$ cat src/rtl/run_control_unit_pkg.sv
// run_control_unit_pkg
// Shared processor package for the run-control slice.
//   DATAPATH_WIDTH : width of the core PC and instruction words
//   HALT_ENCODING  : default instruction word that requests a halt
//   run_state_t    : run-control FSM states
package run_control_unit_pkg;

    localparam int DATAPATH_WIDTH = 16;

    localparam logic [DATAPATH_WIDTH-1:0] HALT_ENCODING = 16'h0000;

    typedef enum logic [2:0] {
        IDLE,
        RESET_HOLD,
        RUN,
        DONE,
        TIMEOUT
    } run_state_t;

endpackage

$ cat src/rtl/run_control_unit_sat_counter.sv
// sat_counter
// Saturating up-counter with synchronous clear.
//   clk    : clock, rising edge
//   rst_n  : asynchronous active-low reset, count returns to 0
//   clear  : synchronous clear, wins over enable
//   enable : increment by one, holding at all-ones instead of wrapping
//   count  : current count
module sat_counter #(
    parameter int WIDTH = 16
) (
    input  logic             clk,
    input  logic             rst_n,
    input  logic             clear,
    input  logic             enable,
    output logic [WIDTH-1:0] count
);

    // Clear has priority so a restart always begins from zero even if the
    // counter would also be enabled that cycle.
    always_ff @(posedge clk or negedge rst_n) begin
        if (!rst_n) begin
            count <= '0;
        end else if (clear) begin
            count <= '0;
        end else if (enable && (count != '1)) begin
            count <= count + 1'b1;
        end
    end

endmodule

$ cat src/rtl/run_control_unit.sv
// run_control_unit
// Sequences a processor core through reset, run and termination, and
// reports how the run ended.
//   clk, rst_n   : clock and asynchronous active-low reset
//   start        : one-cycle pulse, honoured only in IDLE, DONE, TIMEOUT
//   pc           : core program counter, sampled every RUN cycle
//   instr_valid  : instr carries a retiring instruction this cycle
//   instr        : retiring instruction word
//   core_rst_n   : active-low reset driven to the core
//   running      : high while in RUN
//   done         : sticky, a HALT or self-loop ended the run
//   timeout      : sticky, the cycle budget ran out
//   cycle_count  : RUN cycles elapsed (saturating)
//   instr_count  : instructions retired (saturating)
//   final_pc     : pc captured on the terminating cycle
module run_control_unit
    import run_control_unit_pkg::*;
#(
    parameter int                XLEN         = DATAPATH_WIDTH,
    parameter int                RESET_CYCLES = 2,
    parameter int                MAX_CYCLES   = 20,
    parameter int                STALL_LIMIT  = 4,
    parameter logic [XLEN-1:0]   HALT_INSTR   = XLEN'(HALT_ENCODING),
    parameter int                CW           = 16
) (
    input  logic            clk,
    input  logic            rst_n,
    input  logic            start,
    input  logic [XLEN-1:0] pc,
    input  logic            instr_valid,
    input  logic [XLEN-1:0] instr,
    output logic            core_rst_n,
    output logic            running,
    output logic            done,
    output logic            timeout,
    output logic [CW-1:0]   cycle_count,
    output logic [CW-1:0]   instr_count,
    output logic [XLEN-1:0] final_pc
);

    run_state_t      state, state_nx;
    logic [7:0]      hold_cnt, hold_cnt_nx;
    logic [3:0]      stall_cnt, stall_cnt_nx;
    logic [XLEN-1:0] prev_pc, prev_pc_nx;
    logic            prev_valid, prev_valid_nx;
    logic            core_rst_n_nx, running_nx, done_nx, timeout_nx;
    logic [XLEN-1:0] final_pc_nx;
    logic            start_accept;
    logic            halt_hit, stall_hit, budget_hit;
    logic            in_run;

    assign in_run = (state == RUN);

    sat_counter #(.WIDTH(CW)) u_cycle_counter (
        .clk    (clk),
        .rst_n  (rst_n),
        .clear  (start_accept),
        .enable (in_run),
        .count  (cycle_count)
    );

    sat_counter #(.WIDTH(CW)) u_instr_counter (
        .clk    (clk),
        .rst_n  (rst_n),
        .clear  (start_accept),
        .enable (in_run && instr_valid),
        .count  (instr_count)
    );

    // State and every output are plain flops so nothing on the input side
    // can reach an output without passing through a clock edge. Reset pulls
    // core_rst_n low immediately, aborting any run in progress.
    always_ff @(posedge clk or negedge rst_n) begin
        if (!rst_n) begin
            state      <= IDLE;
            hold_cnt   <= '0;
            stall_cnt  <= '0;
            prev_pc    <= '0;
            prev_valid <= 1'b0;
            core_rst_n <= 1'b0;
            running    <= 1'b0;
            done       <= 1'b0;
            timeout    <= 1'b0;
            final_pc   <= '0;
        end else begin
            state      <= state_nx;
            hold_cnt   <= hold_cnt_nx;
            stall_cnt  <= stall_cnt_nx;
            prev_pc    <= prev_pc_nx;
            prev_valid <= prev_valid_nx;
            core_rst_n <= core_rst_n_nx;
            running    <= running_nx;
            done       <= done_nx;
            timeout    <= timeout_nx;
            final_pc   <= final_pc_nx;
        end
    end

    // Next-state logic. The first RUN cycle has no earlier pc to compare
    // with, so prev_valid gates the self-loop detector. The budget check
    // looks one count ahead because cycle_count increments on the same edge
    // that leaves RUN; a halt on that cycle still takes priority.
    always_comb begin
        state_nx      = state;
        hold_cnt_nx   = hold_cnt;
        stall_cnt_nx  = stall_cnt;
        prev_pc_nx    = prev_pc;
        prev_valid_nx = prev_valid;
        core_rst_n_nx = core_rst_n;
        running_nx    = running;
        done_nx       = done;
        timeout_nx    = timeout;
        final_pc_nx   = final_pc;
        start_accept  = 1'b0;
        halt_hit      = 1'b0;
        stall_hit     = 1'b0;
        budget_hit    = 1'b0;

        case (state)
            IDLE, DONE, TIMEOUT: begin
                if (start) begin
                    state_nx      = RESET_HOLD;
                    start_accept  = 1'b1;
                    hold_cnt_nx   = '0;
                    stall_cnt_nx  = '0;
                    prev_valid_nx = 1'b0;
                    core_rst_n_nx = 1'b0;
                    running_nx    = 1'b0;
                    done_nx       = 1'b0;
                    timeout_nx    = 1'b0;
                    final_pc_nx   = '0;
                end
            end

            RESET_HOLD: begin
                if (hold_cnt == 8'(RESET_CYCLES - 1)) begin
                    state_nx      = RUN;
                    core_rst_n_nx = 1'b1;
                    running_nx    = 1'b1;
                end else begin
                    hold_cnt_nx = hold_cnt + 8'd1;
                end
            end

            RUN: begin
                prev_pc_nx    = pc;
                prev_valid_nx = 1'b1;
                if (prev_valid && (pc == prev_pc)) begin
                    stall_cnt_nx = stall_cnt + 4'd1;
                    stall_hit    = (stall_cnt == 4'(STALL_LIMIT - 1));
                end else begin
                    stall_cnt_nx = '0;
                end
                halt_hit   = instr_valid && (instr == HALT_INSTR);
                budget_hit = (cycle_count == CW'(MAX_CYCLES - 1));
                if (halt_hit || stall_hit) begin
                    state_nx    = DONE;
                    running_nx  = 1'b0;
                    done_nx     = 1'b1;
                    final_pc_nx = pc;
                end else if (budget_hit) begin
                    state_nx    = TIMEOUT;
                    running_nx  = 1'b0;
                    timeout_nx  = 1'b1;
                    final_pc_nx = pc;
                end
            end

            default: begin
                state_nx = IDLE;
            end
        endcase
    end

endmodule

$ cat config.mk
export PLATFORM = sky130hd
export DESIGN_NAME = run_control_unit
export DESIGN_NICKNAME = d
export VERILOG_FILES = /design/src/rtl/run_control_unit_pkg.sv /design/src/rtl/run_control_unit_sat_counter.sv /design/src/rtl/run_control_unit.sv
export SDC_FILE = /design/constraint.sdc
export NUM_CORES = 1
export LEC_CHECK = 0
export CORE_ASPECT_RATIO = 0.5
export CORE_MARGIN = 2
export CORE_UTILIZATION = 30
export CTS_BUF_LIST = sky130_fd_sc_hd__clkbuf_4
export DETAILED_ROUTE_END_ITERATION = 10
export PLACE_DENSITY = 0.63
export SLEW_MARGIN = 0
export SYNTH_ARGS = -nofsm -noshare
export SYNTH_HDL_FRONTEND = slang
export SYNTH_SLANG_ARGS = --single-unit
$ cat constraint.sdc
create_clock -name clk -period 2.8 [get_ports clk]
set_clock_uncertainty 0.2 [all_clocks]
set_input_delay 0.56 -clock clk [delete_from_list [all_inputs] [get_ports clk]]
set_output_delay 0.56 -clock clk [all_outputs]
set_load 0.02 [all_outputs]
### Word-level counts from Yosys, hierarchy flattened

Cells that the tools add are included.

| cells by class | value |
|---|---|
| add/subtract/negate cells | 4 |
| reductions and logical operators | 22 |
| multiplexer cells | 35 |
| eq/ne operators | 17 |

Operator list:

| kind | count |
|---|---|
| two-way mux 16 bit | 7 |
| adder 16 x 1 -> 16 bit, second input constant | 2 |
| != test 16 bit, second input constant | 2 |
| case mux 16 bit (2 select lines) | 1 |
| equality test 16 bit | 1 |
| equality test 16 x 5 -> 1 bit, second input constant | 1 |
| zero test 16 bit | 1 |
| two-way mux 8 bit | 2 |
| case mux 8 bit (2 select lines) | 1 |
| AND reduction 3 bit | 5 |
| two-way mux 3 bit | 4 |
| two-way mux 1 bit | 11 |
| case mux 3 bit (3 select lines) | 1 |
| adder 8 x 1 -> 8 bit, second input constant | 1 |
| equality test 8 x 1 -> 1 bit, second input constant | 1 |
| two-way mux 4 bit | 2 |
| != test 2 bit, second input constant | 4 |
| case mux 1 bit (2 select lines) | 4 |
| case mux 4 bit (2 select lines) | 1 |
| AND reduction 4 bit | 2 |
| nonzero test 2 bit | 4 |
| equality test 3 x 2 -> 1 bit, second input constant | 2 |
| logical AND 1 bit | 5 |
| adder 4 x 1 -> 4 bit, second input constant | 1 |
| other kinds (11) | 12 |

| word-level totals | value |
|---|---|
| bits of input ports | 36 |
| register bits | 84 |
| output and inout bits | 52 |
| logic and storage cells | 90 |

### Longest topological paths before layout

Gate-level depths: netlist of run 1.

| depth | value |
|---|---|
| word-level depth | 7 |
| mapped depth | 8 |
| mapped depth without buffers | 8 |

### Cells and area by module

A second synthesis of run 1 with hierarchy kept.

| second synthesis, totals | value |
|---|---|
| cells, all modules | 408 |
| area total of the unflattened synthesis | 4301.6 um2 |

By module, submodules not included:

| module | times used | seq. area each (um2) | area an instance (um2) | cells an instance |
|---|---|---|---|---|
| run_control_unit | 1 | 1301.2 | 2458.6 | 214 |
| sat_counter at u_cycle_counter | 1 | 400.4 | 942.2 | 98 |
| sat_counter at u_instr_counter | 1 | 400.4 | 900.9 | 96 |

### Worst setup path after synthesis of run 1

OpenSTA, ideal clock, no wires.

| path | value |
|---|---|
| kind | input to register |
| start point | input port instr[7] |
| end point | register final_pc[10] |
| arrival time | 2.233 ns |
| stages on the path | 7 |
| buffers on the path | 1 |
| required time | 2.475 ns |
| path slack | 0.242 ns |
| setup time | 0.125 ns |
| path through | or4_1 -> nor3_1 -> nand4_1 -> o31a_1 -> a21oi_4 -> buf_6 -> mux2_2 |

| on the way | value |
|---|---|
| cells in the longest elaborated chain, start to end | 5 |
| elaborated cells on any way between the ends | 7 |
| classes of those cells | eq/ne: 1; mux: 2; reduce/logical: 4 |

RTL lines:

| what | line | text |
|---|---|---|
| start, declared | run_control_unit.sv:31 | `input logic [XLEN-1:0] instr,` |
| zero test 16 bit * | run_control_unit.sv:154 | `halt_hit = instr_valid && (instr == HALT_INSTR);` |
| logical AND 1 bit * | run_control_unit.sv:154 |  |
| logical OR 1 bit * | run_control_unit.sv:156 | `if (halt_hit \|\| stall_hit) begin` |
| != test 3 x 1 -> 1 bit (no line) or two-way mux 16 bit (tied branches) | - |  |
| AND reduction 3 bit (no line) or case mux 16 bit (2 select lines) (tied branches) | - |  |
| end signal, assigned | run_control_unit.sv:95 | `final_pc <= final_pc_nx;` |
| end, declared | run_control_unit.sv:38 | `output logic [XLEN-1:0] final_pc` |

Mark *: on every way between the ends. The rest lies on a longest branch, timed or not.
A chain may end at the register's enable or synchronous reset.

### Final worst setup path of run 1

| path | value |
|---|---|
| start point | input port pc[5] |
| end point | register final_pc[0] |

| on the way | value |
|---|---|
| cells in the longest elaborated chain, start to end | 7 |
| elaborated cells on any way between the ends | 9 |
| classes of those cells | eq/ne: 2; mux: 4; reduce/logical: 3 |

RTL lines:

| what | line | text |
|---|---|---|
| start, declared | run_control_unit.sv:29 | `input logic [XLEN-1:0] pc,` |
| equality test 16 bit * | run_control_unit.sv:148 | `if (prev_valid && (pc == prev_pc)) begin` |
| logical AND 1 bit * | run_control_unit.sv:148 |  |
| two-way mux 1 bit * | run_control_unit.sv:148 |  |
| two-way mux 1 bit * | run_control_unit.sv:119 | `case (state)` |
| logical OR 1 bit * | run_control_unit.sv:156 |  |
| != test 3 x 1 -> 1 bit (no line) or two-way mux 16 bit (tied branches) | - |  |
| AND reduction 3 bit (no line) or case mux 16 bit (2 select lines) (tied branches) | - |  |

Mark *: on every way between the ends. The rest lies on a longest branch, timed or not. The select of a mux whose other input is x is not followed.

==> results by group, run 1 <==
Status
  – Status: completed

Synth
  – Synth Flop Type: dfrtp_1
  – Most numerous cell in the Yosys netlist: dfrtp_1
  – Yosys top cell by area: dfrtp_1
  – Syn Nets: 448
  – Yosys cell types: 49
  – Sequential fraction of the synthesis area: 50.39%
  – Top cells by instance count after synthesis: 84 x dfrtp_1, 40 x nor2_1, 27 x xor2_1
  – Ys Warns: 0
  – Synthesized area: 4172 µm²
  – Post-Syn Area per Cell: 10.25 µm²
  – Yosys reg bits: 84
  – Post-synth top area share: 50.39%
  – Ys async rst share: 100.0%
  – Post-synth EDFFs: 0
  – Mapped Cells: 407
  – Synth top area cells: dfrtp_1 50%, xor2_1 5.7%, mux2_2 4.6%

Routing
  – Vias/cell: 4.673
  – Routed WL: 9801 µm
  – Average wire per standard cell: 13.69 µm
  – DR vias: 3346
  – DR pass1 iterations: 4
  – Initial DRC Count: 149
  – DRC viols: 0
  – Post-route ant nets: 0

Floorplan
  – I/O Pins: 88
  – Std-Cell Rows: 30
  – Die Y: 87.38 µm
  – Core Region: 13550 µm²
  – Initial core utilization: 30.78%
  – Die span in x: 170.8 µm
  – Die ar.: 14920 µm²

Cells and area
  – Area Growth Syn to Fin: 33.77%
  – Layout cell share with drive strength beyond 1: 12.21%
  – Fillers: 1349
  – Fin cells: 716
  – Diodes inserted: 0
  – Layout Nets: 560

Power and ir drop
  – Internal: 2.371 mW
  – Pwr Density: 691.9 nW/µm²
  – Part of the power in the clock network: 18.2%
  – Net Sw Power: 1.490 mW
  – Maximum VDD drop: 0.3024 mV
  – Sw Share: 38.60%
  – Logic pwr share: 39.1%
  – Total Power: 3.861 mW
  – LEAKAGE: 2.541 nW
  – Flop pwr share: 42.7%

Timing
  – Slew HR: 69.67%
  – Crit share post-route: 90.91%
  – Final Max Tran Viols: 0
  – # setup viols final: 0
  – RSZ-0062 raised after global routing: false
  – Hold Fails Final Rpt: 0
  – Crit path time final: 2.546 ns
  – Worst Tran Pin Value: 0.4549 ns
  – Fmax: 0.3928 GHz

GRT
  – Total grt overflow: 0
  – Largest net degree at the start of global routing: 85
  – Initial antenna violation count: 0
  – GRT Resource Usage Total: 13.94%
  – First-pass GRT wire length: 16330 µm
  – Vias in the first global route: 3218

Critical path
  – CP max FO: 13
  – Crit end category: flip-flop
  – CP bufs+invs: 2
  – CP Data Arrival Time: 2.70 ns
  – CP peak stage delay: 0.44 ns
  – CP max-delay cell: clkdlybuf4s50_1
  – Required time worst endpoint: 2.96 ns
  – Type of the worst setup path: in2reg
  – Top delay family on crit path: buffers and inverters
  – Worst path cell trace: clkdlybuf4s50_1 > xor2_1 > nor4_1 > nand2_1 > o31a_1 > a21oi_4 > buf_12 > mux2_2
  – CP startpoint kind: input pin

Placed design
  – HPWL after DPL: 6994 µm
  – Placer Congestion: 0.7921
  – Placed cell count: 699
  – Count of input and output buffers: 87

Clocking
  – CTS Buffer Depth: 2
  – H-tree levels: 3
  – Cts bufs inserted: 9
  – CTS tree: done
  – Root Buffer: clkbuf_4
  – # Post-CTS Setup Buffers: 0
  – Clock sink total: 84
  – CTS resizes: 0
  – Clk_lat worst skew: 0.47 ns
  – Worst-path clk slew: 0.15 ns

Job
  – # Max-Cap Violations: 0

Worst hold path
  – Hold Crit Class: reg2reg
[flip-flops by register name (all words and copies together), names as in the netlist]
name / flops
final_pc: 16
prev_pc: 16
u_cycle_counter.count: 16
u_instr_counter.count: 16
hold_cnt: 8
stall_cnt: 4
state: 3
core_rst_n: 1
done: 1
prev_valid: 1
running: 1
timeout: 1
[through the flow]
| step | hold WS [ns] | area, µm² | util [%] | setup slack, ns | TNS [ns] |
|---|---|---|---|---|---|
| after floorplan | 0.06441 | 4172 | - | 0.2419 | 0 |
| after global placement | 0.2677 | 5438 | 40.13 | -0.2245 | -3.613 |
| after detailed placement | 0.2724 | 5438 | 40.13 | -0.2674 | -4.181 |
| after CTS | 0.3057 | 5580 | 41.18 | 0.2453 | 0 |
| after global routing | 0.3317 | 5580 | 41.18 | 0.05334 | 0 |
| final | 0.3094 | 5580 | 41.18 | 0.2544 | 0 |
[routing by layer]
metal,share of wire (%),track usage (%)
met3,3.0,3.816
met1,50,19.30
met2,46,21.72
met4,0.86,3.419
met5,0,0
[repair_timing]
action | 4_1_cts | 5_1_grt
endpoints found under the hold margin | 84 | 0
endpoints found under the setup margin | 0 | 0
hold buffers | 1 | 0
[power by group through the flow]
stage,sequential (mW),clock [mW],combinational [mW]
after floorplan,1.70,0,0.831
after global placement,1.67,0,1.51
after detailed placement,1.67,0,1.53
after CTS,1.65,0.727,1.53
after global routing,1.68,0.791,1.67
final,1.65,0.701,1.51
[cell type report]
type	instances	area [µm²]	share of cell area, %
multi-input combinational	306	1999	35.83
clock inverter	7	65.06	1.166
tap	192	240.2	4.305
clock buffer	9	67.56	1.211
inverter	6	22.52	0.4036
sequential	84	2102	37.67
timing repair buffer	112	1084	19.42
[cell families after synthesis]
logic type                 after synthesis  share of synthesized area [%]
AOI/OAI and AO/OA                       59                          9.569
xor gates and xnor gates                44                          9.238
adders and majority gates                5                          1.500
buffers and inverters                   17                          1.799
DFF                                     84                          50.39
muxes                                   18                          4.829
and+or+nand+nor                        180                          22.68
[cell usage in the layout (no fill, tap or decap), types with 3 or more instances in the layout]
cell / n
ha_1: 5
inv_6: 3
dfrtp_1: 84
buf_4: 23
nand3_1: 17
and4_1: 3
xnor2_1: 17
inv_1: 6
a21o_1: 18
clkbuf_4: 9
or3_1: 8
o21ai_0: 12
nor4_1: 9
nand2_1: 26
nor3_1: 19
and2_1: 19
nand4_1: 14
mux2_2: 17
xor2_1: 27
a21oi_1: 12
o21a_1: 3
nand2b_1: 3
nor2_1: 40
nor2b_1: 3
clkdlybuf4s50_1: 86
and3_1: 8
[final timing paths]
kind                                              start                                   end  slack, ns  depth (start not counted)
max in group asynchronous                         rst_n  u_cycle_counter.count[1]$_DFFE_PN0P_       1.59                          3
worst min-delay path             prev_valid$_DFFE_PN0P_                prev_valid$_DFFE_PN0P_       0.31                          2
min in group asynchronous                         rst_n  u_instr_counter.count[4]$_DFFE_PN0P_       0.44                          3
worst min register to register   prev_valid$_DFFE_PN0P_                prev_valid$_DFFE_PN0P_       0.31                          2
worst max register to register  hold_cnt[1]$_DFFE_PN0P_               hold_cnt[0]$_DFFE_PN0P_       0.28                          9
worst max-delay path                              pc[5]               final_pc[0]$_DFFE_PN0P_       0.25                          8
[worst min-delay path: stages, from the launching register on]
cell	delay (ns)
dfrtp_1	0.38
nand2_1	0.05
nand2_1	0.05
(Power assumes the default switching activity.)
==> run 2: changes to the inputs <==
--- a/config.mk
+++ b/config.mk
@@ -12,3 +12,3 @@
 export DETAILED_ROUTE_END_ITERATION = 10
-export PLACE_DENSITY = 0.63
+export PLACE_DENSITY = 0.62
 export SLEW_MARGIN = 0
@@ -16,2 +16,3 @@
 export SYNTH_HDL_FRONTEND = slang
+export SYNTH_HIERARCHICAL = 1
 export SYNTH_SLANG_ARGS = --single-unit
--- a/constraint.sdc
+++ b/constraint.sdc
@@ -4,2 +4,2 @@
 set_output_delay 0.56 -clock clk [all_outputs]
-set_load 0.02 [all_outputs]
+set_load 0.05 [all_outputs]
==> results by group, run 2 <==
Status
  – Status: completed

Worst hold path
  – Hold path cells: 1
  – Hold Crit Class: reg2reg

GRT
  – Largest net degree at the start of global routing: 38
  – Initial antenna violation count: 0
  – Total grt overflow: 0
  – Vias in the first global route: 3404
  – First-pass GRT wire length: 17330 µm
  – GRT Resource Usage Total: 14.20%

Synth
  – Ys async rst share: 100.0%
  – Sequential fraction of the synthesis area: 48.87%
  – Synth Flop Type: dfrtp_1
  – Post-synth EDFFs: 0
  – Adder-cell area share of the yosys netlist: 1.454%
  – Post-Synth Simple-Gate Area: 23.04%
  – Yosys reg bits: 84
  – Synthesized area: 4302 µm²
  – Compound-Gate Fraction of Synth Area: 14.11%
  – Post-synth top area share: 48.87%
  – Syn Nets: 449
  – Post-Synth XOR/XNOR Area: 4.072%
  – Yosys cell types: 59
  – Synth top area cells: dfrtp_1 49%, mux2_2 3.1%, xor2_1 2.6%
  – Ys Warns: 6
  – Most numerous cell in the Yosys netlist: dfrtp_1
  – Post-Syn Area per Cell: 10.54 µm²
  – Mapped Cells: 408
  – Largest family of logic cells by synthesized area: simple AND/OR/NAND/NOR gates
  – Mux contribution to synthesized area: 5.934%
  – Yosys top cell by area: dfrtp_1
  – Top cells by instance count after synthesis: 84 x dfrtp_1, 29 x nand2_1, 24 x nor2_1

Floorplan
  – Die ar.: 15370 µm²
  – Std-Cell Rows: 30
  – I/O Pins: 88
  – Core Region: 13780 µm²
  – Die span in x: 173.3 µm
  – Initial core utilization: 31.23%
  – Die Y: 88.67 µm

Critical path
  – R2R cell count: 7
  – Number of cells on the critical path: 1
  – CP Data Arrival Time: 1.85 ns
  – Type of the worst setup path: reg2out
  – CP peak stage delay: 0.87 ns
  – CP bufs+invs: 1
  – CP max-delay cell: clkdlybuf4s50_1
  – Required time worst endpoint: 2.04 ns
  – CP max FO: 9
  – CP startpoint kind: flip-flop
  – Worst path cell trace: clkdlybuf4s50_1
  – Crit end category: output pin
  – Top delay family on crit path: buffers and inverters

Timing
  – Fmax: 0.3825 GHz
  – Crit share post-route: 93.36%
  – Final WS setup: 0.1859 ns
  – Crit path time final: 2.614 ns
  – Slew HR: 47.50%
  – Hold Fails Final Rpt: 0
  – Worst Tran Pin Value: 0.7803 ns
  – # setup viols final: 0
  – Final Max Tran Viols: 0
  – RSZ-0062 raised after global routing: false

Placed design
  – Count of input and output buffers: 87
  – Dpl ws: -0.1388 ns
  – Placer Congestion: 0.7868
  – Placed cell count: 695
  – HPWL after DPL: 7568 µm

Routing
  – Met3 wire length: 379 µm
  – DR pass1 iterations: 4
  – Max layer used: met4
  – Post-route ant nets: 0
  – Average wire per standard cell: 14.81 µm
  – Met1 wire length: 5178 µm
  – Vias/cell: 4.986
  – Initial DRC Count: 170
  – Routed WL: 10540 µm
  – DRC viols: 0
  – Routed met2 length: 4850 µm
  – DR vias: 3550

Cells and area
  – Fillers: 1333
  – Area Growth Syn to Fin: 32.37%
  – Fin util: 41.34%
  – Multi-input logic area: 2093 µm²
  – Fin cells: 712
  – Most common cell after layout, fill and taps aside: clkdlybuf4s50_1
  – Layout Nets: 556
  – Most frequent cells in the layout: 86 x clkdlybuf4s50_1, 84 x dfrtp_1, 29 x nand2_1
  – Diodes inserted: 0
  – Layout cell share with drive strength beyond 1: 12.69%
  – FF+latch area: 2102 µm²

Clocking
  – Root Buffer: clkbuf_4
  – CTS Buffer Depth: 2
  – Cts bufs inserted: 9
  – H-tree levels: 3
  – Clk_lat worst skew: 0.45 ns
  – # Post-CTS Setup Buffers: 0
  – CTS tree: done
  – CTS resizes: 0
  – Worst-path clk slew: 0.14 ns
  – Clock sink total: 84

Power and ir drop
  – Total Power: 4.098 mW
  – Pwr Density: 719.7 nW/µm²
  – Maximum VDD drop: 0.2874 mV
  – LEAKAGE: 2.384 nW

Job
  – # Max-Cap Violations: 0
[run 2: cell count changes after synthesis, moves of 7 or more]
cell	change
nor3_1	-8
or4_1	+9
a21o_1	-12
xor2_1	-14
o31ai_1	+11
mux2_1	+8
a21oi_1	+10
nor2b_1	+7
a22o_1	+11
xnor2_1	-10
nor2_1	-16
and2_1	-13
[run 2: cells by family after synthesis]
logic type / Yosys count
AOI/OAI and AO/OA: 85
buffers and inverters: 24
muxes: 23
and+or+nand+nor: 167
xor gates and xnor gates: 20
DFF: 84
adders and majority gates: 5
[run 2: through the flow]
step | area, µm² | hold WS, ns | setup TNS (ns)
6_report | 5694 | 0.3118 | 0
5_1_grt | 5694 | 0.3379 | 0
4_1_cts | 5694 | 0.3173 | 0
3_5_place_dp | 5545 | 0.2861 | -1.641
3_3_place_gp | 5545 | 0.2760 | -0.5820
2_1_floorplan | 4302 | 0.06441 | 0
[run 2: worst paths after layout]
check / startpoint / to / slack [ns]
min in group asynchronous: rst_n / final_pc[0]$_DFFE_PN0P_ / 0.42
setup / recovery: u_cycle_counter/count[7]$_DFFE_PN0P_ / cycle_count[7] / 0.19
hold / removal: core_rst_n$_DFFE_PN0P_ / core_rst_n$_DFFE_PN0P_ / 0.31
setup reg to reg: state[2]$_DFFE_PN0P_ / u_cycle_counter/count[3]$_DFFE_PN0P_ / 0.33
hold reg to reg: core_rst_n$_DFFE_PN0P_ / core_rst_n$_DFFE_PN0P_ / 0.31
max in group asynchronous: rst_n / hold_cnt[6]$_DFFE_PN0P_ / 1.33
[run 2: power breakdown]
group	leakage [nW]	total, mW	switching (mW)	internal (mW)
sequential	1.12	1.69	0.215	1.47
combinational	1.19	1.68	0.964	0.720
clock	0.0744	0.728	0.445	0.283
total	2.38	4.10	1.62	2.47
[run 2: cell type report]
class	count	area share, %
clock buffers	10	1.318
multi-input cells	300	36.76
clock inverters	6	1.121
repair buffers	107	18.81
inverters	13	0.8570
flip-flops and latches	84	36.92
well taps	192	4.219
[run 2: repair_timing]
item | CTS | global route
setup endpoints to repair | 0 | 0
hold buffers | 1 | 0
hold endpoints to repair | 35 | 0
[run 2: layer usage]
layer	GRT usage, %	vias to the layer above
li1	-	1737
met4	4.314	0
met2	23.49	58
met1	18.71	1744
met5	0	-
met3	3.479	11
